$ cat config.mk
export PLATFORM = sky130hd
export DESIGN_NAME = dmem_init_arbiter
export DESIGN_NICKNAME = d
export VERILOG_FILES = /design/src/rtl/dmem_pkg.sv /design/src/rtl/dmem_wr_arbiter.sv /design/src/rtl/dmem_init_arbiter.sv
export SDC_FILE = /design/constraint.sdc
export NUM_CORES = 1
export LEC_CHECK = 0
export CAP_MARGIN = 20
export CELL_PAD_IN_SITES_DETAIL_PLACEMENT = 1
export CELL_PAD_IN_SITES_GLOBAL_PLACEMENT = 2
export CORE_MARGIN = 10
export CORE_UTILIZATION = 16
export CTS_CLUSTER_DIAMETER = 80
export DETAILED_ROUTE_END_ITERATION = 10
export PLACE_DENSITY = 0.94
export SLEW_MARGIN = 40
export SYNTH_ARGS = -nofsm -noshare
export SYNTH_HDL_FRONTEND = slang
export SYNTH_SLANG_ARGS = --single-unit
$ cat constraint.sdc
create_clock -name i_clock -period 3.8 [get_ports i_clock]
set_input_delay 0.95 -clock i_clock [delete_from_list [all_inputs] [get_ports i_clock]]
set_output_delay 0.95 -clock i_clock [all_outputs]
set_load 0.005 [all_outputs]
$ cat src/rtl/dmem_pkg.sv
// Shared types and sizes for the i281 data-memory init/arbitration block.
package dmem_pkg;
  localparam int ADDR_W       = 4;
  localparam int DATA_W       = 8;
  localparam int NUM_BYTES    = 16;
  localparam int MAX_WAIT_DEF = 4;

  typedef enum logic {
    LOAD = 1'b0,
    RUN  = 1'b1
  } state_t;

  typedef enum logic [1:0] {
    SRC_NONE = 2'd0,
    SRC_LOAD = 2'd1,
    SRC_CPU  = 2'd2,
    SRC_DBG  = 2'd3
  } wsrc_t;
endpackage

$ cat src/rtl/dmem_wr_arbiter.sv
// RUN-state CPU/debug write-port arbiter: CPU wins, debug forced after MAX_WAIT losses.
// Source select is combinational; ack is registered (1 cycle), one access per two cycles.
module dmem_wr_arbiter
  import dmem_pkg::*;
#(
  parameter int MAX_WAIT = MAX_WAIT_DEF
) (
  input  logic  i_clock,
  input  logic  i_reset,
  input  logic  i_run,
  input  logic  i_reload,
  input  logic  i_cpu_we,
  input  logic  i_dbg_req,
  input  logic  i_dbg_we,
  output wsrc_t o_src,
  output logic  o_force_stall,
  output logic  o_rd_take,
  output logic  o_ack
);
  localparam int WAIT_W = $clog2(MAX_WAIT + 1);

  logic [WAIT_W-1:0] r_wait;
  logic              r_ack;
  logic              w_live;
  logic              w_dbg_wr;
  logic              w_dbg_rd;
  logic              w_force;
  wsrc_t             w_src;

  // The ack cycle never serves, so a still-high request is not taken twice.
  // The reload cycle is reserved for the CPU; debug waits until RUN returns.
  always_comb begin
    w_live   = i_run && i_dbg_req && !r_ack && !i_reload;
    w_dbg_wr = w_live && i_dbg_we;
    w_dbg_rd = w_live && !i_dbg_we;
    w_force  = w_dbg_wr && (r_wait == WAIT_W'(MAX_WAIT));
  end

  always_comb begin
    w_src = SRC_NONE;
    if (i_run) begin
      if (w_force)       w_src = SRC_DBG;
      else if (i_cpu_we) w_src = SRC_CPU;
      else if (w_dbg_wr) w_src = SRC_DBG;
    end
  end

  always_ff @(posedge i_clock or posedge i_reset) begin
    if (i_reset) begin
      r_wait <= '0;
      r_ack  <= 1'b0;
    end else begin
      r_ack <= w_dbg_rd || (w_src == SRC_DBG);
      if (w_src == SRC_DBG)
        r_wait <= '0;
      else if ((w_src == SRC_CPU) && w_dbg_wr && (r_wait != WAIT_W'(MAX_WAIT)))
        r_wait <= r_wait + 1'b1;
    end
  end

  assign o_src         = w_src;
  assign o_force_stall = w_force;
  assign o_rd_take     = w_dbg_rd;
  assign o_ack         = r_ack;
endmodule

$ cat src/rtl/dmem_init_arbiter.sv
// Owns the data-memory write port: preset copy after reset/reload, then CPU/debug sharing.
// Copy takes NUM_BYTES cycles with CPU stalled; debug ack/read data arrive one cycle after service.
module dmem_init_arbiter
  import dmem_pkg::*;
#(
  parameter int MAX_WAIT = MAX_WAIT_DEF
) (
  input  logic              i_clock,
  input  logic              i_reset,
  input  logic [DATA_W-1:0] i_b0I,
  input  logic [DATA_W-1:0] i_b1I,
  input  logic [DATA_W-1:0] i_b2I,
  input  logic [DATA_W-1:0] i_b3I,
  input  logic [DATA_W-1:0] i_b4I,
  input  logic [DATA_W-1:0] i_b5I,
  input  logic [DATA_W-1:0] i_b6I,
  input  logic [DATA_W-1:0] i_b7I,
  input  logic [DATA_W-1:0] i_b8I,
  input  logic [DATA_W-1:0] i_b9I,
  input  logic [DATA_W-1:0] i_b10I,
  input  logic [DATA_W-1:0] i_b11I,
  input  logic [DATA_W-1:0] i_b12I,
  input  logic [DATA_W-1:0] i_b13I,
  input  logic [DATA_W-1:0] i_b14I,
  input  logic [DATA_W-1:0] i_b15I,
  input  logic              i_reload,
  input  logic              i_cpu_we,
  input  logic [ADDR_W-1:0] i_cpu_addr,
  input  logic [DATA_W-1:0] i_cpu_wdata,
  output logic              o_cpu_stall,
  input  logic              i_dbg_req,
  input  logic              i_dbg_we,
  input  logic [ADDR_W-1:0] i_dbg_addr,
  input  logic [DATA_W-1:0] i_dbg_wdata,
  output logic              o_dbg_ack,
  output logic [DATA_W-1:0] o_dbg_rdata,
  output logic              o_dm_we,
  output logic [ADDR_W-1:0] o_dm_waddr,
  output logic [DATA_W-1:0] o_dm_wdata,
  output logic [ADDR_W-1:0] o_dm_dbg_raddr,
  input  logic [DATA_W-1:0] i_dm_dbg_rdata,
  output logic              o_init_done
);
  state_t            r_state;
  state_t            w_state_nxt;
  logic [ADDR_W-1:0] r_cnt;
  logic [DATA_W-1:0] r_dbg_rdata;
  logic [DATA_W-1:0] w_preset [NUM_BYTES];
  wsrc_t             w_arb_src;
  wsrc_t             w_src;
  logic              w_run;
  logic              w_force;
  logic              w_rd_take;
  logic              w_ack;

  assign w_preset = '{i_b0I, i_b1I, i_b2I,  i_b3I,  i_b4I,  i_b5I,  i_b6I,  i_b7I,
                      i_b8I, i_b9I, i_b10I, i_b11I, i_b12I, i_b13I, i_b14I, i_b15I};

  assign w_run = (r_state == RUN);

  dmem_wr_arbiter #(
    .MAX_WAIT (MAX_WAIT)
  ) u_wr_arb (
    .i_clock       (i_clock),
    .i_reset       (i_reset),
    .i_run         (w_run),
    .i_reload      (i_reload),
    .i_cpu_we      (i_cpu_we),
    .i_dbg_req     (i_dbg_req),
    .i_dbg_we      (i_dbg_we),
    .o_src         (w_arb_src),
    .o_force_stall (w_force),
    .o_rd_take     (w_rd_take),
    .o_ack         (w_ack)
  );

  always_ff @(posedge i_clock or posedge i_reset) begin
    if (i_reset) r_state <= LOAD;
    else         r_state <= w_state_nxt;
  end

  always_comb begin
    w_state_nxt = r_state;
    unique case (r_state)
      LOAD:    if (r_cnt == ADDR_W'(NUM_BYTES - 1)) w_state_nxt = RUN;
      RUN:     if (i_reload) w_state_nxt = LOAD;
      default: w_state_nxt = LOAD;
    endcase
  end

  always_comb begin
    w_src = w_run ? w_arb_src : SRC_LOAD;
    o_dm_waddr = '0;
    o_dm_wdata = '0;
    unique case (w_src)
      SRC_LOAD: begin o_dm_waddr = r_cnt;      o_dm_wdata = w_preset[r_cnt]; end
      SRC_CPU:  begin o_dm_waddr = i_cpu_addr; o_dm_wdata = i_cpu_wdata;     end
      SRC_DBG:  begin o_dm_waddr = i_dbg_addr; o_dm_wdata = i_dbg_wdata;     end
      default:  ;
    endcase
    // Reset overrides the LOAD-state write so memory is untouched while reset is held.
    o_dm_we     = (w_src != SRC_NONE) && !i_reset;
    o_cpu_stall = !w_run || w_force;
    o_init_done = w_run;
  end

  // The counter wraps to 0 on the last copy beat, so RUN always starts with it cleared.
  always_ff @(posedge i_clock or posedge i_reset) begin
    if (i_reset)          r_cnt <= '0;
    else if (!w_run)      r_cnt <= r_cnt + 1'b1;
    else if (i_reload)    r_cnt <= '0;
  end

  always_ff @(posedge i_clock or posedge i_reset) begin
    if (i_reset)        r_dbg_rdata <= '0;
    else if (w_rd_take) r_dbg_rdata <= i_dm_dbg_rdata;
  end

  assign o_dm_dbg_raddr = i_dbg_addr;
  assign o_dbg_rdata    = r_dbg_rdata;
  assign o_dbg_ack      = w_ack;
endmodule

* Word level (Yosys, flattened, before mapping) *
Index checks and enable logic that the tools add are counted.
Widths: inputs -> output; s select.

storage, ports and cells
  register bits after elaboration = 17
  latch bits = 0
  bits in writable memories = 0
  ROM bits = 0
  output and inout port bits = 28
  logic and storage cells = 54
  memories kept = 0

cells by class
  add/sub/neg operators = 2
  multipliers = 0
  div/mod/pow operators = 0
  order comparisons = 1
  equality and inequality tests = 9
  shift-type cells = 0
  multiplexer cells = 17
  bitwise gates (word level) = 2
  reductions and logical operators = 18

operators with widths
  cell                 number
  $bmux 8 s4           1
  $pmux 8 s3           1
  $mux 8               2
  $pmux 4 s3           1
  $mux 2               5
  $logic_and 1x1->1    9
  $eq 2x2->1 const B   4
  $mux 4               2
  $mux 3               2
  $ge 5x5->1 const B   1
  $logic_not 1->1      5
  $not 4->5            1
  $add 4x1->4 const B  1
  $eq 4x4->1 const B   1
  $reduce_bool 2->1    2
  $add 3x1->3 const B  1
  $eq 3x3->1 const B   1
  $ne 3x3->1 const B   1
  $eq 2x1->1 const B   1
  $logic_or 1x1->1     2
  $mux 1               2
  $ne 2x2->1 const B   1
  $pmux 1 s2           1
  $not 1->1            1

* Depth between registers and ports, before layout *
  depth after elaboration = 13
  mapped depth = 7

* Cells and area by module *
Synthesis repeated with hierarchy kept, for this count alone.

unflattened totals
  cells, all modules = 198
  area, all modules = 2212.1 µm²

by module, submodules not included
  module             instances  cells each  area an instance (µm²)  sequential area each (µm²)
  dmem_init_arbiter  1          168         1938.1                  325.3
  dmem_wr_arbiter    1          30          274.0                   100.1

* Worst setup path before layout *
No wires, ideal clock.

  path type = input to output
  from = in i_reload
  to = out o_dm_waddr[0]
  arrival = 1.968 ns
  required time = 2.850 ns
  path slack = 0.882 ns
  cell stages on the path = 4
  buffers on the path = 1
  cell sequence = nand4bb_4 -> o311a_1 -> buf_6 -> a221o_1

between the ends
  longest elaborated chain between the ends = 10
  elaborated cells between the ends (all ways) = 13

RTL lines
  item                                      line                     text
  from (decl)                               dmem_init_arbiter.sv:26  input logic i_reload,
  $logic_not 1->1 (*)                       dmem_wr_arbiter.sv:33    w_live = i_run && i_dbg_req && !r_ack && !i_reload;
  $logic_and 1x1->1 (*)                     dmem_wr_arbiter.sv:33
  $logic_and 1x1->1 (*)                     dmem_wr_arbiter.sv:34    w_dbg_wr = w_live && i_dbg_we;
  $mux 2                                    dmem_wr_arbiter.sv:44    else if (w_dbg_wr) w_src = SRC_DBG;
  $mux 2                                    dmem_wr_arbiter.sv:43    else if (i_cpu_we) w_src = SRC_CPU;
  $mux 2 (*)                                dmem_wr_arbiter.sv:42    if (w_force) w_src = SRC_DBG;
  $mux 2 (*)                                dmem_wr_arbiter.sv:41    if (i_run) begin
  $mux 2 (*)                                dmem_init_arbiter.sv:92  w_src = w_run ? w_arb_src : SRC_LOAD;
  $eq 2x2->1 or $eq 2x1->1 (tied branches)  dmem_init_arbiter.sv:95  unique case (w_src)
  $pmux 4 s3 (*)                            dmem_init_arbiter.sv:95
  to (decl)                                 dmem_init_arbiter.sv:38  output logic [ADDR_W-1:0] o_dm_waddr,

Mark *: on every way between the ends. The rest lies on a longest branch, timed or not.

* Worst setup path after layout *
  from = in i_dbg_we
  to = out o_dm_wdata[2]

between the ends
  longest elaborated chain between the ends = 8
  elaborated cells between the ends (all ways) = 11

RTL lines
  item                                      line                     text
  from (decl)                               dmem_init_arbiter.sv:32  input logic i_dbg_we,
  $logic_and 1x1->1 (*)                     dmem_wr_arbiter.sv:34
  $mux 2                                    dmem_wr_arbiter.sv:44
  $mux 2                                    dmem_wr_arbiter.sv:43
  $mux 2 (*)                                dmem_wr_arbiter.sv:42
  $mux 2 (*)                                dmem_wr_arbiter.sv:41
  $mux 2 (*)                                dmem_init_arbiter.sv:92
  $eq 2x2->1 or $eq 2x1->1 (tied branches)  dmem_init_arbiter.sv:95
  $pmux 8 s3 (*)                            dmem_init_arbiter.sv:95
  to (decl)                                 dmem_init_arbiter.sv:39  output logic [DATA_W-1:0] o_dm_wdata,

Marked as above.

==> impl_metrics.tcl <==
set metrics [dict create \
    port_buffers 193 \
    critPathRequiredTime_ps 2850 \
    synthFlopType "dfrtp_1" \
    wl_per_cell_um 21.3 \
    postRouteAntennaNets 0 \
    start_util_pct 16.5 \
    critPathMaxFanout 12 \
    worstHoldPathType "register to register" \
    tritoncts "built" \
    worst_pin_slew_ps 722 \
    post_dp_cell_area_mm2 0.00426 \
    min_period_over_period_pct 96.0 \
    dr.pass1.iters 4 \
    die_h_um 134 \
    drc 0 \
    cts_root_buffer "clkbuf_16" \
    reg2reg_from "r_cnt[0]" \
    r2r_cells 5 \
    synthesis.nets 421 \
    hpwlAfterDp_um 11400 \
    syn-cell-area_mm2 0.00209 \
    die_x_um 134 \
    slowest_delay_ps 520 \
    place.gp.congestion 0.885 \
    hold_slack_ps 506 \
    crit_chain "clkdlybuf4s50_1 -> inv_1 -> o311a_1 -> buf_12 -> a32oi_1 -> nand3_1 -> dlygate4sd2_1" \
    overflow 0 \
    antenna_found_initial 0 \
    grt_max_degree 39 \
    synth-seq-area-share_pct 20.3 \
    dieArea_mm2 0.0181 \
    yosys_warnings 0 \
    final_area_mm2 0.00435 \
    netlist.area_leader.share_pct 30.6 \
    multi_input_area_mm2 0.00153 \
    route.vias.total 2737 \
    report.power.total_mw 2.29 \
    nFillCells 1523 \
    core-area_mm2 0.0127 \
    relSlewSlack_pct 51.9 \
    cts_buffer_depth 2 \
    finalNonFillerCells 612 \
    ys_types 33 \
    clk_pin_slew_worst_paths_ps 50 \
    hold_path_depth 1 \
    gr-usage-all-layers_pct 13.5 \
    worstSetupStartpoint "i_dbg_we" \
    dp_slack_ps -80.9 \
    fin_tns_setup_ps 0 \
    vias_per_cell 4.47 \
    fmaxAchievable_ghz 0.274 \
    setup-violations-final 0 \
    regArea_um2 429 \
    arrival_ps 2700 \
    fin_ws_ps 153 \
    grt_pass1_wl_um 19100 \
    dpl.cell_count 607 \
    hold_violations 0 \
    fin_skew_ps 4.04 \
    ios 194 \
    final_util_pct 34.2 \
    drive_above_1_share_pct 7.74 \
    async_reset_ff_share_pct 100 \
    rrSetupSlack_ps 2020 \
    cts_buffers 3 \
    cts_sinks 17 \
    areaGrowthSynthToFinish_pct 108 \
    rows 41 \
    synthTopCellsByCount "mux2i_1 (64), nand2_1 (35), a21oi_1 (17), dfrtp_1 (17), nand3_1 (17)" \
    synthTopCellsByArea "mux2i_1 (31%), dfrtp_1 (20%), nand2_1 (6.3%)" \
    fin_nets 609 \
    crit_path_end_kind "output port" \
    cts_setup_buffers 0 \
    synth_edf_count 0 \
    critPathLaunchType "input pin" \
    drv_cap 0 \
    first_iter_violations 86 \
    yosysMostFrequentCell "mux2i_1" \
    power.leakage_nw 1.83 \
    syn_inst 252 \
    syn_avg_cell_area_um2 8.31 \
    synth-seq-cells 17 \
    timing.rr.end "r_cnt[2]" \
    clk_latency_ps 240 \
    p_per_area_mw_per_mm2 527 \
    slew_violations 0 \
    first_global_vias 3137 \
    crit_type "input pin to output port" \
    finalWirelength_um 13000 \
    min_period_ps 3650 \
    cp-endpoint "o_dm_wdata[2]" \
    grt_setup_unrepaired "false" \
    h-tree-depth 1 \
    ir_worst_vdd_v 0.000237 \
    status "complete, no violations" \
    yosys.area.top_type "mux2i_1" \
    cp_slowest_cell "clkdlybuf4s50_1" \
]
cell families after synthesis:
family / after synthesis / synth area share, %
compound gates: 58 / 18.6
xor+xnor: 1 / 0.418
fa+ha+maj: 3 / 1.79
buf+inv: 31 / 7.41
flops: 17 / 20.3
mux: 72 / 34.9
simple gates: 70 / 16.5
how the worst min path moves through the flow:
stage / start / endpoint
floorplan: u_wr_arb.r_wait[2] / u_wr_arb.r_wait[2]
global route: o_dbg_rdata[7] / o_dbg_rdata[7]
detailed placement: o_dbg_rdata[1] / o_dbg_rdata[1]
finish: o_dbg_rdata[1] / o_dbg_rdata[1]
global placement: u_wr_arb.r_wait[2] / u_wr_arb.r_wait[2]
CTS: u_wr_arb.r_wait[2] / u_wr_arb.r_wait[2]
power breakdown:
part,switching [mW],internal (mW)
registers,0.130,0.247
logic,0.822,0.886
clock network,0.0641,0.142
area by class of cell:
class                   count  share of cell area, %
diodes                      1                 0.0576
clock buffers               4                   1.81
inverters                   6                  0.518
multi-input cells         204                   35.1
flip-flops and latches     17                   9.87
well taps                 172                   4.95
repair buffers            208                   47.6
per-layer routing:
metal | track usage, % | part of all wire, % | vias to the layer above
met1 | 14.6 | 39 | 1280
li1 | - | - | 1309
met2 | 24.4 | 50 | 140
met4 | 1.93 | 1.1 | 0
met5 | 0 | 0 | -
met3 | 5.41 | 10 | 8
timing repair:
action | in CTS | in global routing
pin swaps | 1 | 0
hold buffers | 0 | 0
resized for setup | 11 | 5
setup endpoints to repair | 12 | 4
endpoints found under the hold margin | 0 | 0
worst max-delay path, delay by kind of cell:
| family | cells | cell delay, ps |
|---|---|---|
| AO/OA/AOI/OAI | 2 | 580 |
| buffers and inverters | 4 | 1060 |
| AND/OR/NAND/NOR | 1 | 100 |
cells in the final DEF (no fill, tap or decap), types with 4 or more instances in the layout:
cell type,synthesis,final
a21oi_1,17,17
a22oi_1,16,16
a32oi_1,8,8
buf_4,5,12
clkdlybuf4s50_1,0,179
dfrtp_1,17,16
dlygate4sd2_1,0,10
dlymetal6s2s_1,0,4
inv_1,6,6
mux2_2,8,8
mux2i_1,64,64
nand2_1,35,35
nand3_1,17,17
o21ai_0,9,9
flip-flops by register name, summed over array words and instances (netlist names):
register	count
r_cnt	4
u_wr_arb.r_wait	3
u_wr_arb.o_ack	1
o_dbg_rdata	8
o_init_done	1
Power figures use the tool's default switching activity.
